### src/rtl/i2s_rx_pkg.sv
// i2s_rx_pkg: shared types and constants for the I2S slave receiver.
//   i2s_rx_state_t : receiver FSM states (HUNT, LEFT, RIGHT)
//   SYNC_STAGES    : flop depth of the input synchronizer
//   idle_cnt_w()   : width needed for an idle counter saturating at a timeout
package i2s_rx_pkg;

   typedef enum logic [1:0] {
      HUNT  = 2'd0,
      LEFT  = 2'd1,
      RIGHT = 2'd2
   } i2s_rx_state_t;

   localparam int SYNC_STAGES = 2;

   function automatic int idle_cnt_w(input int timeout);
      return $clog2(timeout + 1);
   endfunction

endpackage

### src/rtl/i2s_input_synchronizer.sv
// i2s_input_synchronizer: brings bclk, lrclk and sdata into the clk domain.
//   i_clk, i_rst : system clock, synchronous active-high reset
//   i_bclk       : external bit clock (async)
//   i_lrclk      : external word select (async)
//   i_sdata      : external serial data (async)
//   o_ws, o_sd   : synchronized word select / data
//   o_tick       : one-cycle pulse on a synchronized bclk rising edge
// All three inputs share one synchronizer depth so ws/sd line up with the tick.
module i2s_input_synchronizer
   import i2s_rx_pkg::*;
(
   input  logic i_clk,
   input  logic i_rst,
   input  logic i_bclk,
   input  logic i_lrclk,
   input  logic i_sdata,
   output logic o_ws,
   output logic o_sd,
   output logic o_tick
);

   // bit 2 = bclk, bit 1 = lrclk, bit 0 = sdata
   logic [SYNC_STAGES-1:0][2:0] r_sync;
   logic                        r_bclk_d;
   logic [2:0]                  w_last;

   always_ff @(posedge i_clk) begin
      if (i_rst) begin
         r_sync   <= '0;
         r_bclk_d <= 1'b0;
      end else begin
         r_sync[0] <= {i_bclk, i_lrclk, i_sdata};
         for (int s = 1; s < SYNC_STAGES; s++) r_sync[s] <= r_sync[s-1];
         r_bclk_d <= r_sync[SYNC_STAGES-1][2];
      end
   end

   assign w_last = r_sync[SYNC_STAGES-1];
   assign o_ws   = w_last[1];
   assign o_sd   = w_last[0];
   assign o_tick = w_last[2] & ~r_bclk_d;

endmodule

### src/rtl/i2s_slave_receiver.sv
// i2s_slave_receiver: Philips I2S stereo receiver, bclk/lrclk driven externally.
//   i_clk, i_rst     : system clock, synchronous active-high reset
//   i_bclk, i_lrclk  : external bit clock and word select (0 = left)
//   i_sdata          : external serial data, MSB first
//   o_left, o_right  : last complete sample pair
//   o_valid          : one-cycle pulse when o_left/o_right update
//   o_frame_error    : one-cycle pulse on a short slot or a bclk timeout
module i2s_slave_receiver
   import i2s_rx_pkg::*;
#(
   parameter int W_SAMPLE     = 16,
   parameter int IDLE_TIMEOUT = 1024
)(
   input  logic                i_clk,
   input  logic                i_rst,
   input  logic                i_bclk,
   input  logic                i_lrclk,
   input  logic                i_sdata,
   output logic [W_SAMPLE-1:0] o_left,
   output logic [W_SAMPLE-1:0] o_right,
   output logic                o_valid,
   output logic                o_frame_error
);

   localparam int CW = $clog2(W_SAMPLE + 1);
   localparam int IW = idle_cnt_w(IDLE_TIMEOUT);

   logic                w_ws, w_sd, w_tick;
   logic                w_ws_change, w_below, w_slot_full, w_idle_hit;
   logic [W_SAMPLE-1:0] w_slot_word;

   i2s_rx_state_t       r_state;
   logic                r_ws_prev;
   logic [CW-1:0]       r_bit_cnt;
   logic [W_SAMPLE-1:0] r_shift;
   logic [IW-1:0]       r_idle;
   logic [W_SAMPLE-1:0] r_left_shadow, r_left, r_right;
   logic                r_valid, r_frame_error;

   i2s_input_synchronizer u_sync (
      .i_clk   (i_clk),
      .i_rst   (i_rst),
      .i_bclk  (i_bclk),
      .i_lrclk (i_lrclk),
      .i_sdata (i_sdata),
      .o_ws    (w_ws),
      .o_sd    (w_sd),
      .o_tick  (w_tick)
   );

   assign w_ws_change = w_tick && (w_ws != r_ws_prev);
   assign w_below     = r_bit_cnt < CW'(W_SAMPLE);
   // The WS-change tick carries the last bit of the ending slot, so the
   // evaluated word includes it and completeness counts it.
   assign w_slot_word = w_below ? {r_shift[W_SAMPLE-2:0], w_sd} : r_shift;
   assign w_slot_full = r_bit_cnt >= CW'(W_SAMPLE - 1);
   // Fires on the cycle the idle counter steps onto IDLE_TIMEOUT.
   assign w_idle_hit  = !w_tick && (r_idle == IW'(IDLE_TIMEOUT - 1));

   always_ff @(posedge i_clk) begin
      if (i_rst) begin
         r_state       <= HUNT;
         r_ws_prev     <= 1'b0;
         r_bit_cnt     <= '0;
         r_shift       <= '0;
         r_idle        <= '0;
         r_left_shadow <= '0;
         r_left        <= '0;
         r_right       <= '0;
         r_valid       <= 1'b0;
         r_frame_error <= 1'b0;
      end else begin
         r_valid       <= 1'b0;
         r_frame_error <= 1'b0;

         if (w_tick)                             r_idle <= '0;
         else if (r_idle != IW'(IDLE_TIMEOUT))   r_idle <= r_idle + 1'b1;

         if (w_tick) begin
            r_ws_prev <= w_ws;
            if (w_ws_change) begin
               r_bit_cnt <= '0;
               r_shift   <= '0;
            end else if (w_below) begin
               r_bit_cnt <= r_bit_cnt + 1'b1;
               r_shift   <= {r_shift[W_SAMPLE-2:0], w_sd};
            end
         end

         case (r_state)
            HUNT: begin
               if (w_ws_change && !w_ws) r_state <= LEFT;
            end
            LEFT: begin
               if (w_ws_change) begin
                  if (w_slot_full) begin
                     r_left_shadow <= w_slot_word;
                     r_state       <= RIGHT;
                  end else begin
                     r_frame_error <= 1'b1;
                     r_state       <= w_ws ? HUNT : LEFT;
                  end
               end else if (w_idle_hit) begin
                  r_frame_error <= 1'b1;
                  r_state       <= HUNT;
               end
            end
            RIGHT: begin
               if (w_ws_change) begin
                  if (w_slot_full) begin
                     r_left  <= r_left_shadow;
                     r_right <= w_slot_word;
                     r_valid <= 1'b1;
                     r_state <= LEFT;
                  end else begin
                     r_frame_error <= 1'b1;
                     r_state       <= w_ws ? HUNT : LEFT;
                  end
               end else if (w_idle_hit) begin
                  r_frame_error <= 1'b1;
                  r_state       <= HUNT;
               end
            end
            default: r_state <= HUNT;
         endcase
      end
   end

   assign o_left        = r_left;
   assign o_right       = r_right;
   assign o_valid       = r_valid;
   assign o_frame_error = r_frame_error;

endmodule

### config.mk
export PLATFORM = sky130hd
export DESIGN_NAME = i2s_slave_receiver
export DESIGN_NICKNAME = d
export VERILOG_FILES = /design/src/rtl/i2s_rx_pkg.sv /design/src/rtl/i2s_input_synchronizer.sv /design/src/rtl/i2s_slave_receiver.sv
export SDC_FILE = /design/constraint.sdc
export NUM_CORES = 1
export LEC_CHECK = 0
export BUFFER_PORTS_ARGS = -buffer_cell sky130_fd_sc_hd__buf_2
export CORE_AREA = 3 3 109 85
export CTS_BUF_LIST = sky130_fd_sc_hd__clkbuf_16
export CTS_CLUSTER_DIAMETER = 30
export DETAILED_ROUTE_END_ITERATION = 10
export DIE_AREA = 0 0 112 88
export PLACE_DENSITY = 0.68
export SYNTH_ARGS = -nofsm -noshare
export SYNTH_HDL_FRONTEND = slang
export SYNTH_SLANG_ARGS = --single-unit
### constraint.sdc
create_clock -name i_clk -period 2.4 [get_ports i_clk]
set_input_delay 0.24 -clock i_clk [delete_from_list [all_inputs] [get_ports i_clk]]
set_output_delay 0.24 -clock i_clk [all_outputs]
set_load 0.01 [all_outputs]
==> results of run 1 <==
-- power groups by stage --
stage | Sequential, mW | Combinational (mW) | Clock, mW
after floorplan | 1.58 | 0.0616 | 0
after global placement | 1.58 | 0.0797 | 0
after detailed placement | 1.58 | 0.0823 | 0
after CTS | 1.55 | 0.0826 | 1.31
after global routing | 1.55 | 0.0913 | 1.37
final | 1.55 | 0.0821 | 1.28
-- registers in the layout, summed over array words and instances, names as in the netlist --
| register | cells |
|---|---|
| r_left_shadow | 16 |
| u_sync.r_sync | 3 |
| r_idle | 11 |
| u_sync.r_bclk_d | 1 |
| o_right | 16 |
| r_shift | 16 |
| r_state | 2 |
| o_frame_error | 1 |
| r_bit_cnt | 5 |
| u_sync.w_last | 3 |
| r_ws_prev | 1 |
| o_left | 16 |
| o_valid | 1 |
-- worst max path at each step --
stage               slack (ps)  depth (start not counted)    endpoint    startpoint
CTS                        100                          9   o_left[5]  r_bit_cnt[1]
detailed placement         120                          9   o_left[5]  r_bit_cnt[1]
global route                 3                         10  o_left[13]  r_bit_cnt[1]
finish                     100                         10  o_left[13]  r_bit_cnt[1]
floorplan                  120                          9  o_right[7]  r_bit_cnt[4]
global placement           220                          9   o_left[8]  r_bit_cnt[1]
-- final cells by class --
class                           instances  area share, %
Multi-Input combinational cell        242           42.0
Sequential cell                        92           41.1
Timing Repair Buffer                   51           7.34
Clock buffer                            9           5.02
Tap cell                              108           3.01
Clock inverter                          7          0.921
Inverter                                7          0.586
-- cell families (layout without fill, tap and decap cells) --
kind of cell | Yosys count | count (layout) | synth area share, %
simple gates | 119 | 119 | 16.1
flops | 92 | 92 | 47.3
compound gates | 69 | 69 | 18.2
mux | 33 | 33 | 8.48
buf+inv | 28 | 74 | 4.30
xor+xnor | 13 | 13 | 3.12
fa+ha+maj | 8 | 8 | 2.57
-- routing by layer --
layer	wire, um	GRT usage [%]	vias up
met5	0	0	-
met4	57	4.59	0
met3	361	5.39	5
met2	3290	23.1	41
met1	4150	23.1	1250
li1	-	-	1355
-- worst reg2reg max path, stage by stage (launching register included) --
cell,delay (ps)
sky130_fd_sc_hd__dfxtp_2,380
sky130_fd_sc_hd__ha_1,180
sky130_fd_sc_hd__and3_1,160
sky130_fd_sc_hd__ha_1,130
sky130_fd_sc_hd__nor2_1,40
sky130_fd_sc_hd__buf_4,170
sky130_fd_sc_hd__a2111oi_4,470
sky130_fd_sc_hd__buf_4,200
sky130_fd_sc_hd__buf_6,190
sky130_fd_sc_hd__mux2i_1,200
sky130_fd_sc_hd__nor2_1,50
-- cells in the final DEF, fill, tap and decap left out, types with 2 or more instances in the layout --
master	instances
sky130_fd_sc_hd__nand4_1	4
sky130_fd_sc_hd__ha_1	8
sky130_fd_sc_hd__nor2_2	16
sky130_fd_sc_hd__buf_2	38
sky130_fd_sc_hd__and3_1	3
sky130_fd_sc_hd__xnor2_1	4
sky130_fd_sc_hd__clkinv_2	2
sky130_fd_sc_hd__nor3_1	2
sky130_fd_sc_hd__xor2_1	8
sky130_fd_sc_hd__clkinv_1	2
sky130_fd_sc_hd__nand2b_1	4
sky130_fd_sc_hd__nand2_1	9
sky130_fd_sc_hd__clkinvlp_4	2
sky130_fd_sc_hd__o31ai_1	2
sky130_fd_sc_hd__and2_1	2
sky130_fd_sc_hd__nand3_1	4
sky130_fd_sc_hd__o21ai_0	4
sky130_fd_sc_hd__a2111oi_4	2
sky130_fd_sc_hd__a211oi_1	4
sky130_fd_sc_hd__clkbuf_16	10
sky130_fd_sc_hd__dfxtp_1	91
sky130_fd_sc_hd__nand3b_1	2
sky130_fd_sc_hd__mux2i_1	33
sky130_fd_sc_hd__nor2b_1	11
sky130_fd_sc_hd__buf_4	9
sky130_fd_sc_hd__nor2_1	54
sky130_fd_sc_hd__inv_1	7
sky130_fd_sc_hd__a21oi_1	6
sky130_fd_sc_hd__a211oi_2	29
sky130_fd_sc_hd__a22o_1	16
-- timing repair --
item                                    in CTS  in global routing
gates resized for setup                      0                  3
setup buffers                                0                  2
endpoints found under the setup margin       0                 11
hold buffers                                 0                  0
-- per-stage QoR --
stage | power [mW] | cell area (um^2)
global route | 3.01 | 4490
floorplan | 1.64 | 3890
finish | 2.91 | 4490
CTS | 2.94 | 4440
global placement | 1.66 | 4170
detailed placement | 1.66 | 4170
==> qor.csv, run 1 <==
metric;value;unit
synth_top_cell_area_share;47.3;%
viasPerCell;5.14;
synthCells;362;
routabilityCongestion;0.790;
ant_nets;0;
finalNonFillerCells;516;
synth_sequential_area_ratio;47.3;%
multi_input_comb_area;0.00189;mm^2
final-seq-area;0.00184;mm^2
critical_path_class;reg2reg;
clk-insertion-delay-late;330;ps
setup_violations;0;
synth_enable_flop_cells;0;
fin_util;54.0;%
critical_path.n_buffers_inverters;3;
grt_overflow;0;
grt_setup_unrepaired;false;
worst_slew_margin_rel;57.5;%
cts_made_buffers;9;
global_route.usage.total;16.1;%
cp_slowest_cell;sky130_fd_sc_hd__a2111oi_4;
grt_max_degree;47;
layout-drive-gt1-share;28.9;%
p_comb_share;2.8;%
fill_cells;727;
coreArea;0.00831;mm^2
hold_end;u_sync.r_sync[2];
vias;2651;
synth.largest_area_cell;sky130_fd_sc_hd__dfxtp_1;
status;complete, no violations;
synth_top_cells_by_area;sky130_fd_sc_hd__dfxtp_1 (47%), sky130_fd_sc_hd__a211oi_2 (9.3%), sky130_fd_sc_hd__mux2i_1 (8.5%);
antenna_cells;0;
grt_first_pass_wirelength;12.5;mm
worst-endpoint-arrival;2500;ps
row_count;29;
yosys.cell_count.top_type;sky130_fd_sc_hd__dfxtp_1;
static-leakage-power;1.60;nW
p_sw_share;22.3;%
placement.io_buffers;38;
syn_nets;375;
htree_num_levels;3;
net-switching-power;648;uW
grt_antenna_before_repair;0;
ir_worst_vdd;375;uV
clkSlewWorstSetupHoldPaths;60;ps
cp_data_required_time;2610;ps
crit-reg2reg-capture;o_left[13];
critical_path.top_delay_family;buffers and inverters;
fin_nets;416;
r2r.worst_path.cells;10;
crit_path_end_kind;flop;
num_io_pins;39;
cts_root_buf;sky130_fd_sc_hd__clkbuf_16;
floorplan.die_area;0.00986;mm^2
worst-r2r-setup-slack;100;ps
worstHoldPathCells;2;
post_synthesis_sequential_element_count;92;
worst-slew-pin-transition;635;ps
yosys-top-cells-count;sky130_fd_sc_hd__dfxtp_1 (92), sky130_fd_sc_hd__nor2_1 (54), sky130_fd_sc_hd__mux2i_1 (33);
layout-area-overhead-vs-synth;15.2;%
setup.worst_path.start_class;flop;
yosysWarningCount;0;
timing.hold.worst.class;in2reg;
intPower;2.26;mW
clk_path_buf_depth;2;
crit_path_max_incr_delay;470;ps
final.min_clock_period;2300;ps
async_flop_share;0;%
clock_power_share;43.9;%
syn-mean-instance-area;10.8;um^2
syn-cell-area;0.00389;mm^2
max_cap_viols;0;
initial_core_util;46.9;%
crit_path_max_fanout;11;
timing.final.hold_violations;0;
drt_first_pass_iters;4;
worst_setup_timing_slack_at_the_placement_stage;118;ps
max_freq;0.436;GHz
post-dp-hpwl;5.18;mm
postLayoutSetupSlackWorst;105;ps
die_width;112;um
final_min_period_over_clock_period;95.6;%
timing_max_transition_violations_final;0;
numPlacedInstances;496;
fin_worst_hold_slack;118;ps
dominantRegCellSynth;sky130_fd_sc_hd__dfxtp_1;
wire_length_per_cell_after_detailed_routing;15.2;um
synthDistinctLibCells;44;
power.sequential.fraction;53.2;%
drc_errors;0;
routed_wirelength;7.86;mm
cts.sink_count;92;
tns;0;ps
critical_path.cell_chain;ha_1 -> and3_1 -> ha_1 -> nor2_1 -> buf_4 -> a2111oi_4 -> buf_4 -> buf_6 -> mux2i_1 -> nor2_1;
first_global_vias;2488;
reg2reg_from;r_bit_cnt[1];
clock_skew;5.95;ps
cts_tree;built;
die-height;88;um
drtIter0Drc;103;
power_density;648;mW/mm^2
hold_path.startpoint;i_bclk;
No activity file was read; power rests on OpenSTA's default activity.
==> run 2, diff against run 1 <==
--- a/config.mk
+++ b/config.mk
@@ -6,11 +6,11 @@
 export NUM_CORES = 1
 export LEC_CHECK = 0
 export BUFFER_PORTS_ARGS = -buffer_cell sky130_fd_sc_hd__buf_2
-export CORE_AREA = 3 3 109 85
+export CORE_AREA = 3 3 68 134
 export CTS_BUF_LIST = sky130_fd_sc_hd__clkbuf_16
 export CTS_CLUSTER_DIAMETER = 30
 export DETAILED_ROUTE_END_ITERATION = 10
-export DIE_AREA = 0 0 112 88
+export DIE_AREA = 0 0 71 137
 export PLACE_DENSITY = 0.68
 export SYNTH_ARGS = -nofsm -noshare
 export SYNTH_HDL_FRONTEND = slang
==> run 2 against run 1 <==
  * Non-clock buffer count fell by 6
  * Sequential share of layout area rose by 0.32 points
  * Maximum frequency rose by 5.9%
  * Critical path depth fell by 1
  * First-iteration DRC count fell by 38%
  * Largest power group unchanged
==> qor.csv, run 2 (synthesis results as in run 1) <==
metric;value;unit;change
critical_path.n_buffers_inverters;2;;-1
grt_setup_unrepaired;false;;
grt_antenna_before_repair;0;;unchanged
ir_worst_vdd;420;uV;+12%
clk_path_buf_depth;2;;unchanged
most-common-layout-cells;sky130_fd_sc_hd__dfxtp_1 (92), sky130_fd_sc_hd__nor2_1 (54), sky130_fd_sc_hd__buf_2 (38);;
clk-insertion-delay-late;340;ps;about the same
reg2reg_from;r_bit_cnt[0];;
critical_path_class;reg2reg;;
wire_length_per_cell_after_detailed_routing;14.1;um;-7.2%
clkSlewWorstSetupHoldPaths;60;ps;about the same
setup_violations;0;;unchanged
postCtsSetupBuffers;0;;unchanged
grt_max_degree;56;;+19%
die-height;137;um;+56%
critical_path.top_delay_family;buffers and inverters;;
global_route.usage.total;15.4;%;-0.67 points
timing.final.hold_violations;0;;unchanged
crit_path_end_kind;flop;;
max_cap_viols;0;;unchanged
drc_errors;0;;unchanged
num_io_pins;39;;unchanged
drtIter0Drc;64;;-38%
post-dp-hpwl;4.89;mm;-5.5%
worst_slew_margin_rel;53.0;%;-4.5 points
worst-r2r-setup-slack;230;ps;+130 ps
placement.io_buffers;38;;unchanged
setup.worst_path.start_class;flop;;
crit-reg2reg-capture;r_left_shadow[12];;
ctsResizeCount;0;;unchanged
crit_path_max_fanout;22;;+11
power;3.11;mW;+7.0%
max_freq;0.461;GHz;+5.9%
worstHoldPathCells;2;;unchanged
cp_slowest_cell;sky130_fd_sc_hd__dfxtp_1;;
vias;2633;;-0.68%
cp_data_required_time;2660;ps;+50 ps
static-leakage-power;1.58;nW;-1.2%
cts_root_buf;sky130_fd_sc_hd__clkbuf_16;;
routabilityCongestion;0.837;;+5.9%
viasPerCell;5.27;;+2.5%
status;complete, no violations;;
final.min_clock_period;2170;ps;-128 ps
fin_area;0.00445;mm^2;-0.84%
timing_max_transition_violations_final;0;;unchanged
row_count;47;;+62%
grt_first_pass_wirelength;12.0;mm;-4.0%
fin_util;54.0;%;about the same
fin_worst_hold_slack;115;ps;-3.30 ps
placement.cell_area;0.00413;mm^2;-0.96%
crit_path_max_incr_delay;430;ps;-40 ps
clock_skew;8.16;ps;+2.21 ps
worst-endpoint-arrival;2430;ps;-70 ps
htree_num_levels;3;;unchanged
r2r.worst_path.cells;9;;-1
worst-slew-pin-transition;705;ps;+69.3 ps
routed_wirelength;7.07;mm;-10%
coreArea;0.00823;mm^2;-0.92%
first_global_vias;2575;;+3.5%
cts_tree;built;;
antenna_cells;0;;unchanged
fin_nets;410;;-1.4%
tns;0;ps;unchanged
ctsHoldBuffers;0;;unchanged
hold_path.startpoint;i_bclk;;
critical_path.cell_chain;ha_1 -> and3_1 -> ha_1 -> nor2_1 -> buf_4 -> a2111oi_4 -> buf_4 -> nor2_1 -> a211oi_2;;
timing.hold.worst.class;in2reg;;
final_min_period_over_clock_period;90.3;%;-5.3 points
drt_first_pass_iters;4;;unchanged
final_common_cell;sky130_fd_sc_hd__dfxtp_1;;
layout-area-overhead-vs-synth;14.2;%;
power_density;699;mW/mm^2;+7.9%
hold_end;u_sync.r_sync[2];;
cts.sink_count;92;;unchanged
initial_core_util;47.3;%;+0.43 points
die_width;71;um;-37%
layout-drive-gt1-share;27.6;%;-1.3 points
cts_made_buffers;9;;unchanged
floorplan.die_area;0.00973;mm^2;-1.3%
ant_nets;0;;unchanged
grt_overflow;0;;unchanged
## run 2: layer usage
layer,track usage [%],vias to the layer above,wire (um)
met4,7.95,0,188
li1,-,1348,-
met1,17.9,1238,3000
met5,0,-,0
met2,26.8,35,3700
met3,2.57,12,178
## run 2: cell type report
class / count / area, um^2
timing repair buffer: 45 / 255
tap: 98 / 123
sequential: 92 / 1840
clock inverter: 7 / 91.3
clock buffer: 9 / 225
inverter: 7 / 26.3
multi-input combinational: 242 / 1890
fill: 734 / 3780
## run 2: how the worst max path moves through the flow
stage                 startpoint           endpoint  slack [ps]  cells after the start
finish              r_bit_cnt[0]  r_left_shadow[12]         230                      9
global route        r_bit_cnt[0]  r_left_shadow[14]          60                      9
CTS                 r_bit_cnt[0]  r_left_shadow[15]         210                      9
detailed placement  r_bit_cnt[0]  r_left_shadow[15]         220                      9
global placement    r_bit_cnt[0]  r_left_shadow[11]         310                      9
floorplan           r_bit_cnt[4]         o_right[7]         120                      9
## run 2: metrics by stage
step	setup WS, ps	std cells
2_1_floorplan	117	362
3_3_place_gp	312	484
3_5_place_dp	218	484
4_1_cts	212	500
5_1_grt	61.4	500
6_report	233	500
## run 2: power by group
group	switching [mW]	internal, mW
clock	0.579	0.906
combinational	0.0518	0.0244
sequential	0.0111	1.54
==> run 3, diff against run 2 <==
--- a/config.mk
+++ b/config.mk
@@ -6,12 +6,11 @@
 export NUM_CORES = 1
 export LEC_CHECK = 0
 export BUFFER_PORTS_ARGS = -buffer_cell sky130_fd_sc_hd__buf_2
-export CORE_AREA = 3 3 68 134
+export CORE_AREA = 3 3 70 138
 export CTS_BUF_LIST = sky130_fd_sc_hd__clkbuf_16
 export CTS_CLUSTER_DIAMETER = 30
 export DETAILED_ROUTE_END_ITERATION = 10
-export DIE_AREA = 0 0 71 137
-export PLACE_DENSITY = 0.68
+export DIE_AREA = 0 0 73 141
 export SYNTH_ARGS = -nofsm -noshare
 export SYNTH_HDL_FRONTEND = slang
 export SYNTH_SLANG_ARGS = --single-unit
==> run 3 against run 2 <==
  * Maximum frequency increased by 0.26%
  * Core utilization is 3.2 points lower
  * Power down 5.7%
  * Clock power fell by 12%
  * Non-clock buffer count unchanged
  * Largest cell class unchanged
  * Critical endpoint is now r_left_shadow[15]
  * Worst setup slack improved by 5.6 ps
==> qor.csv, run 3 (synthesis results as in run 1) <==
metric;value;unit;change
status;complete, no violations;;
setup.worst_path.end;r_left_shadow[15];;
worst-slew-pin-transition;633;ps;-72.1 ps
power_density;663;mW/mm^2;-5.2%
ctsHoldBuffers;0;;unchanged
grt_max_degree;50;;-11%
timing_max_transition_violations_final;0;;unchanged
max_freq;0.463;GHz;+0.26%
tns;0;ps;unchanged
cts_root_buf;sky130_fd_sc_hd__clkbuf_16;;
grt_overflow;0;;unchanged
most-common-layout-cells;sky130_fd_sc_hd__dfxtp_1 (92), sky130_fd_sc_hd__nor2_1 (54), sky130_fd_sc_hd__buf_2 (38);;
critical_path_class;reg2reg;;
r2r.worst_path.cells;9;;unchanged
row_count;48;;+2.1%
die_width;73;um;+2.8%
fin_util;50.8;%;-3.2 points
routed_wirelength;7.28;mm;+2.9%
ant_nets;0;;unchanged
first_global_vias;2632;;+2.2%
critical_path.top_delay_family;compound AO/OA/AOI/OAI gates;;
layout-area-overhead-vs-synth;13.6;%;
clk_path_buf_depth;2;;unchanged
worst-r2r-setup-slack;240;ps;about the same
clock_skew;5.68;ps;-2.48 ps
antenna_cells;0;;unchanged
worst_slew_margin_rel;57.7;%;+4.7 points
initial_core_util;44.7;%;-2.6 points
cts_tree;built;;
max_cap_viols;0;;unchanged
ctsResizeCount;0;;unchanged
fill_cells;796;;+8.4%
crit-reg2reg-capture;r_left_shadow[15];;
clk-insertion-delay-late;340;ps;about the same
global_route.usage.total;15.8;%;+0.40 points
crit_path_end_kind;flop;;
num_io_pins;39;;unchanged
static-leakage-power;1.56;nW;-1.4%
clkSlewWorstSetupHoldPaths;60;ps;about the same
timing.final.hold_violations;0;;unchanged
fin_nets;410;;unchanged
crit_path_max_incr_delay;430;ps;about the same
coreArea;0.00871;mm^2;+5.8%
grt_first_pass_wirelength;12.7;mm;+6.0%
post-dp-hpwl;4.98;mm;+1.9%
timing.hold.worst.class;in2reg;;
die-height;141;um;+2.9%
postCtsSetupBuffers;0;;unchanged
layout-drive-gt1-share;27.9;%;+0.25 points
wire_length_per_cell_after_detailed_routing;14.5;um;+2.5%
final.min_clock_period;2160;ps;-5.59 ps
viasPerCell;5.33;;+1.2%
setup.worst_path.start_class;flop;;
cp_data_required_time;2640;ps;-20 ps
cts_made_buffers;9;;unchanged
final_common_cell;sky130_fd_sc_hd__dfxtp_1;;
critical_path.cell_chain;ha_1 -> and3_1 -> ha_1 -> nor2_1 -> buf_4 -> a2111oi_4 -> buf_12 -> nor2_1 -> a211oi_1;;
setup_violations;0;;unchanged
floorplan.die_area;0.0103;mm^2;+5.8%
drtIter0Drc;136;;+110%
drt_first_pass_iters;4;;unchanged
drc_errors;0;;unchanged
cts.sink_count;92;;unchanged
crit_path_max_fanout;33;;+50%
worst-path-stages;9;;unchanged
setup.worst_path.start;r_bit_cnt[0];;
critical_path.n_buffers_inverters;2;;unchanged
final_min_period_over_clock_period;90.1;%;-0.23 points
reg2reg_from;r_bit_cnt[0];;
grt_setup_unrepaired;false;;
htree_num_levels;3;;unchanged
cp_slowest_cell;sky130_fd_sc_hd__dfxtp_1;;
ir_worst_vdd;444;uV;+5.7%
vias;2675;;+1.6%
grt_antenna_before_repair;0;;unchanged
worst-endpoint-arrival;2410;ps;-20 ps
placement.io_buffers;38;;unchanged
routabilityCongestion;0.767;;-8.3%
==> run 3: worst register-to-register path, stage by stage (launching register included) <==
cell                        delay [ps]
sky130_fd_sc_hd__dfxtp_1           430
sky130_fd_sc_hd__ha_1              200
sky130_fd_sc_hd__and3_1            160
sky130_fd_sc_hd__ha_1              140
sky130_fd_sc_hd__nor2_1             70
sky130_fd_sc_hd__buf_4             170
sky130_fd_sc_hd__a2111oi_4         340
sky130_fd_sc_hd__buf_12            250
sky130_fd_sc_hd__nor2_1             70
sky130_fd_sc_hd__a211oi_1          240
==> run 3: cell type report <==
cell class	instances	area (um^2)	area share, %
multi-input cells	242	1890	42.6
clock buffers	9	225	5.09
clock inverters	7	51.3	1.16
flip-flops and latches	92	1840	41.6
inverters	7	26.3	0.594
repair buffers	45	268	6.05
well taps	100	125	2.83
==> run 3: power by group <==
part / internal, mW / leakage [nW] / switching [mW]
combinational: 0.0253 / 0.691 / 0.0534
sequential: 1.54 / 0.743 / 0.0114
clock: 0.704 / 0.122 / 0.600
==> run 3: metal layers <==
| metal | GRT usage, % | wire length, um |
|---|---|---|
| met1 | 18.7 | 3090 |
| met2 | 26.2 | 3750 |
| met3 | 4.71 | 284 |
| met4 | 6.42 | 148 |
| met5 | 0 | 0 |
==> run 3: how the worst min path moves through the flow <==
stage | slack, ps | cells past startpoint | start | endpoint
after floorplan | 370 | 1 | i_sdata | u_sync.r_sync[0]
after CTS | 100 | 2 | i_sdata | u_sync.r_sync[0]
after global placement | 430 | 1 | u_sync.r_sync[0] | u_sync.w_last[0]
after detailed placement | 440 | 1 | u_sync.r_sync[2] | u_sync.w_last[2]
final | 110 | 2 | i_sdata | u_sync.r_sync[0]
after global routing | 130 | 2 | i_lrclk | u_sync.r_sync[1]
==> run 3: through the flow <==
| stage | cell area [um^2] | hold WS (ps) | std cells | worst slack (ps) | power [mW] |
|---|---|---|---|---|---|
| CTS | 4420 | 102 | 502 | 206 | 2.97 |
| global route | 4420 | 130 | 502 | 13.5 | 3.04 |
| finish | 4420 | 107 | 502 | 238 | 2.93 |
| floorplan | 3890 | 368 | 362 | 117 | 1.64 |
| global placement | 4150 | 435 | 486 | 323 | 1.66 |
| detailed placement | 4150 | 437 | 486 | 252 | 1.66 |
